**src/rtl/vec_pkg.sv**
```systemverilog
// Shared types and constants for the vector data-memory readout path.
package vec_pkg;

   localparam int N          = 16;
   localparam int LANES      = 16;
   localparam int LANE_IDX_W = $clog2(LANES);

   typedef logic [LANES-1:0][N-1:0] vec_t;

   typedef enum logic [2:0] {
      IDLE,
      FETCH,
      LOAD,
      SEND,
      DONE
   } readout_state_t;

endpackage

```
**src/rtl/lane_serializer.sv**
```systemverilog
// Holds one fetched vector word and presents it one lane at a time.
module lane_serializer
   import vec_pkg::*;
(
   input  logic         clk,
   input  logic         rst_n,
   input  logic         load_i,
   input  logic         advance_i,
   input  vec_t         vec_i,
   output logic [N-1:0] lane_o,
   output logic         last_lane_o
);

   vec_t                  lanes_q;
   logic [LANE_IDX_W-1:0] idx_q;

   // The index parks on the last lane; the next load rewinds it to lane 0.
   always_ff @(posedge clk or negedge rst_n) begin
      if (!rst_n) begin
         lanes_q <= '0;
         idx_q   <= '0;
      end else if (load_i) begin
         lanes_q <= vec_i;
         idx_q   <= '0;
      end else if (advance_i && !last_lane_o) begin
         idx_q <= idx_q + LANE_IDX_W'(1);
      end
   end

   assign lane_o      = lanes_q[idx_q];
   assign last_lane_o = (idx_q == LANE_IDX_W'(LANES - 1));

endmodule

```
**src/rtl/vec_mem_readout.sv**
```systemverilog
// Reads a block of vector words from data memory and streams it out lane by lane
// over a valid/ready interface.
module vec_mem_readout
   import vec_pkg::*;
#(
   parameter int          BLOCK_WORDS = 16,
   parameter logic [31:0] BASE_ADDR   = 32'd0
)
(
   input  logic               CLK,
   input  logic               reset,
   input  logic               start,
   input  logic [3:0]         sel,
   output logic [31:0]        mem_addr,
   input  logic [LANES*N-1:0] mem_rdata,
   output logic [N-1:0]       out_data,
   output logic               out_valid,
   input  logic               out_ready,
   output logic               out_last,
   output logic               busy,
   output logic               done
);

   localparam int WORD_W = (BLOCK_WORDS > 1) ? $clog2(BLOCK_WORDS) : 1;

   readout_state_t    state_q, state_d;
   logic [3:0]        sel_q, sel_d;
   logic [WORD_W-1:0] word_idx_q, word_idx_d;
   logic [31:0]       mem_addr_q, mem_addr_d;
   logic              out_valid_q, out_valid_d;
   logic              busy_q, busy_d;
   logic              done_q, done_d;
   logic              xfer, last_lane, last_word, ser_load, ser_advance;

   function automatic logic [31:0] word_addr(input logic [3:0] s, input logic [WORD_W-1:0] w);
      return BASE_ADDR + 32'(s) * 32'(BLOCK_WORDS) + 32'(w);
   endfunction

   assign xfer      = out_valid_q & out_ready;
   assign last_word = (word_idx_q == WORD_W'(BLOCK_WORDS - 1));

   always_ff @(posedge CLK or negedge reset) begin
      if (!reset) begin
         state_q     <= IDLE;
         sel_q       <= '0;
         word_idx_q  <= '0;
         mem_addr_q  <= '0;
         out_valid_q <= 1'b0;
         busy_q      <= 1'b0;
         done_q      <= 1'b0;
      end else begin
         state_q     <= state_d;
         sel_q       <= sel_d;
         word_idx_q  <= word_idx_d;
         mem_addr_q  <= mem_addr_d;
         out_valid_q <= out_valid_d;
         busy_q      <= busy_d;
         done_q      <= done_d;
      end
   end

   // done is registered off the DONE state, so it rises together with busy falling.
   always_comb begin
      state_d     = state_q;
      sel_d       = sel_q;
      word_idx_d  = word_idx_q;
      mem_addr_d  = mem_addr_q;
      out_valid_d = out_valid_q;
      busy_d      = busy_q;
      done_d      = 1'b0;
      ser_load    = 1'b0;
      ser_advance = 1'b0;
      unique case (state_q)
         IDLE: begin
            if (start) begin
               sel_d      = sel;
               word_idx_d = '0;
               mem_addr_d = word_addr(sel, '0);
               busy_d     = 1'b1;
               state_d    = FETCH;
            end
         end
         FETCH: state_d = LOAD;
         LOAD: begin
            ser_load    = 1'b1;
            out_valid_d = 1'b1;
            state_d     = SEND;
         end
         SEND: begin
            if (xfer) begin
               ser_advance = 1'b1;
               if (last_lane) begin
                  out_valid_d = 1'b0;
                  if (last_word) begin
                     state_d = DONE;
                  end else begin
                     word_idx_d = word_idx_q + WORD_W'(1);
                     mem_addr_d = word_addr(sel_q, word_idx_q + WORD_W'(1));
                     state_d    = FETCH;
                  end
               end
            end
         end
         DONE: begin
            done_d  = 1'b1;
            busy_d  = 1'b0;
            state_d = IDLE;
         end
         default: state_d = IDLE;
      endcase
   end

   lane_serializer u_serializer (
      .clk         (CLK),
      .rst_n       (reset),
      .load_i      (ser_load),
      .advance_i   (ser_advance),
      .vec_i       (mem_rdata),
      .lane_o      (out_data),
      .last_lane_o (last_lane)
   );

   assign mem_addr  = mem_addr_q;
   assign out_valid = out_valid_q;
   assign out_last  = (state_q == SEND) && last_lane && last_word;
   assign busy      = busy_q;
   assign done      = done_q;

endmodule

```
**config.mk**
```make
export PLATFORM = sky130hd
export DESIGN_NAME = vec_mem_readout
export DESIGN_NICKNAME = d
export VERILOG_FILES = /design/src/rtl/vec_pkg.sv /design/src/rtl/lane_serializer.sv /design/src/rtl/vec_mem_readout.sv
export SDC_FILE = /design/constraint.sdc
export NUM_CORES = 1
export LEC_CHECK = 0
export ABC_AREA = 1
export CAP_MARGIN = 20
export CORE_MARGIN = 2
export CORE_UTILIZATION = 46
export CTS_CLUSTER_DIAMETER = 120
export DETAILED_ROUTE_END_ITERATION = 8
export PLACE_DENSITY = 0.82
export SYNTH_ARGS = -nofsm -noshare
export SYNTH_HDL_FRONTEND = slang
export SYNTH_SLANG_ARGS = --single-unit
export TNS_END_PERCENT = 1
```
**constraint.sdc**
```tcl
create_clock -name CLK -period 1.61 [get_ports CLK]
set_clock_uncertainty 0.05 [all_clocks]
set_input_delay 0.4025 -clock CLK [delete_from_list [all_inputs] [get_ports CLK]]
set_output_delay 0.4025 -clock CLK [all_outputs]
set_load 0.005 [all_outputs]
```
==> metrics <==
Final Non-Filler Cells=2,708; Worst-path clk slew=0.06 ns; P_sw=3100 µW; most frequent cells in the layout=nand2_1, dfrtp_1, clkdlybuf4s50_1, inv_1, o21ai_0; PnR Total Power=14,800 µW; total grt overflow=0; register area share after synthesis=50.2%; fraction of layout cells with a size suffix above 1=17.2%; CTS tree=yes; Synth Cell Area=13,900 µm²; Layout area overhead=44.4%; Rows=63; first-pass GRT wire length=74,300 µm; Core Region=29,600 µm²; post-synthesis register bit count=278; CP Max Fanout=8; capturing point of the worst reg2reg path=mem_addr[5]$_DFFE_PN0P_; # DRC=0; largest net degree at the start of global routing=68; vias in the first global route=14,000; CP Launch Type=flip-flop; Most used DFF post-synth=dfrtp_1; upper clock frequency limit=0.367 GHz; commonest non-fill, non-tap cell in the layout=nand2_1; status=finished, violations left; Routed WL=48,400 µm; worst setup margin=-1.11 ns; FF/Latch Area=6960 µm²; Ports=316; post-route antenna net violation count=0; crit path cell chain=clkinv_4, buf_12, buf_12, buf_16, nand2_2, nand3_1, nand2_1, nand2_1, nand2_1, inv_2, nand2_1, buf_2; crit path DAT=2.27 ns; Hold WS=0.281 ns; Syn Area/Cell=7.38 µm²; IO Port Bufs=291; maxcap violations=0; Sw Share=21.0%; Syn Inst Count=1,878; initial antenna violation count=4; Iter 0 DRT Violations=1,289; Die Area=31,500 µm²; WL per Instance=17.9 µm; CP Capture Type=primary output; drt pass-1 iters=5; R2R depth=8; Comb pwr share=5.9%; routed vias=14,000; FILL cells=2,278; distinct cell type count after synthesis=29; critical path's top delay family=buffers and inverters; Inst Count DP=2,630; yosys warns=0; asr flop ratio synth=100%; Final Hold Fails=0; failing checks=setup timing; internal power=11,700 µW; Slew Viols, Final=0; EDFF count, synth=0; maximum clock insertion buffer count=3; Die Y=178 µm; kind of critical path=reg2out; Reg2Reg Setup Slack=-0.07 ns; Crit path required time=1.16 ns; fin crit share=169%; sequential share of power=47.3%; Most common cell on crit path=nand2_1; Slowest-stage cell, CP=dfrtp_4; Clock power frac=46.7%; DP Wirelength=33,300 µm; die span in x=178 µm; min Tclk post-route=2.72 ns; RSZ-0062 raised after global routing=true; clk sinks=278; Hold Path Class=in2async; pre-CTS WS=-0.907 ns; Power Dens Cells=738 nW/µm²; Multi-input gate area=5690 µm²; Leak=0.00977 µW; Clock Latency Late Sink=0.56 ns; CTS buffer count=30; Max stage delay on crit path=0.54 ns; Starting Density=46.7%; H-tree depth reported by CTS=1; maximum vdd ir drop=0.790 mV; Final Setup Violations=38; DR vias/cell=5.18; clock tree root driver cell=clkbuf_16; nets=2,561; Routability Congestion=0.935; total global-route track usage=30.2%; Buf+Inv Stages, Crit Path=6; worst r2r src=u_serializer.idx_q[0]$_DFFE_PN0P_
worst max-delay path by stage:
stage                                            startpoint            to  cells after the start
final                     u_serializer.idx_q[0]$_DFFE_PN0P_   out_data[7]                     12
after global routing      u_serializer.idx_q[0]$_DFFE_PN0P_   out_data[7]                     12
after floorplan           u_serializer.idx_q[1]$_DFFE_PN0P_  out_data[10]                      9
after detailed placement  u_serializer.idx_q[0]$_DFFE_PN0P_   out_data[9]                     11
after global placement    u_serializer.idx_q[0]$_DFFE_PN0P_   out_data[9]                     11
after CTS                 u_serializer.idx_q[0]$_DFFE_PN0P_   out_data[1]                      8
state kept, by name, summed over array words and instances (netlist names):
signal / flops
u_serializer.idx_q: 4
u_serializer.lanes_q: 256
out_valid: 1
sel_q: 4
state_q: 3
done: 1
busy: 1
word_idx_q: 3
mem_addr: 5
power by group through the flow:
stage | combinational (µW) | sequential, µW | clock [µW]
2_1_floorplan | 55.5 | 7120 | 0
3_3_place_gp | 868 | 7110 | 0
3_5_place_dp | 871 | 7110 | 0
4_1_cts | 882 | 6990 | 6960
5_1_grt | 936 | 6980 | 7270
6_report | 877 | 6990 | 6900
cells in the mapped netlist, types with 5 or more instances:
library cell | count | area, µm²
a21oi_1 | 5 | 25.0
buf_2 | 45 | 225
inv_2 | 6 | 22.5
buf_6 | 5 | 56.3
o21bai_1 | 8 | 60.1
clkbuf_1 | 19 | 71.3
nor2_1 | 79 | 297
o21ai_1 | 59 | 295
o21ai_0 | 174 | 871
buf_4 | 54 | 405
inv_1 | 244 | 916
nand2_1 | 733 | 2750
dfrtp_1 | 278 | 6960
buf_1 | 5 | 18.8
nand3_1 | 147 | 736
cell type report:
| cell class | instances | share of cell area (%) |
|---|---|---|
| Antenna cell | 2 | 0.0250 |
| Clock buffer | 45 | 4.44 |
| Clock inverter | 8 | 0.450 |
| Inverter | 252 | 4.89 |
| Multi-Input combinational cell | 1243 | 28.5 |
| Sequential cell | 278 | 34.8 |
| Tap cell | 390 | 2.44 |
| Timing Repair Buffer | 490 | 24.5 |
routing by layer:
layer	routed length (µm)	global-route usage, %
met5	27	0
met4	2810	15.5
met1	18600	38.3
met2	22800	49.5
met3	4190	5.53
logic make-up after synthesis:
logic type / share of synthesized area [%]
adder cells (fa/ha/maj): 0.181
AO/OA/AOI/OAI: 9.15
buffers and inverters: 12.5
AND/OR/NAND/NOR: 27.8
XOR/XNOR: 0.190
flip-flops: 50.2
other: 0.0271
what timing repair did:
item,in CTS,in global routing
setup buffers,15,0
gates resized for setup,192,87
hold endpoints to repair,44,0
setup endpoints to repair,117,242
gates cloned,7,1
pin swaps,32,23
hold buffers,1,0
per-stage QoR:
stage | setup TNS [ns] | instance area (µm²) | util [%]
CTS | -18.13 | 19800 | 67.0
detailed placement | -18.57 | 18200 | 61.4
floorplan | 0 | 14000 | -
finish | -18.00 | 20000 | 67.5
global placement | -17.07 | 18200 | 61.4
global route | -23.83 | 20000 | 67.5
Note: power is estimated with default switching activity, not from simulation.
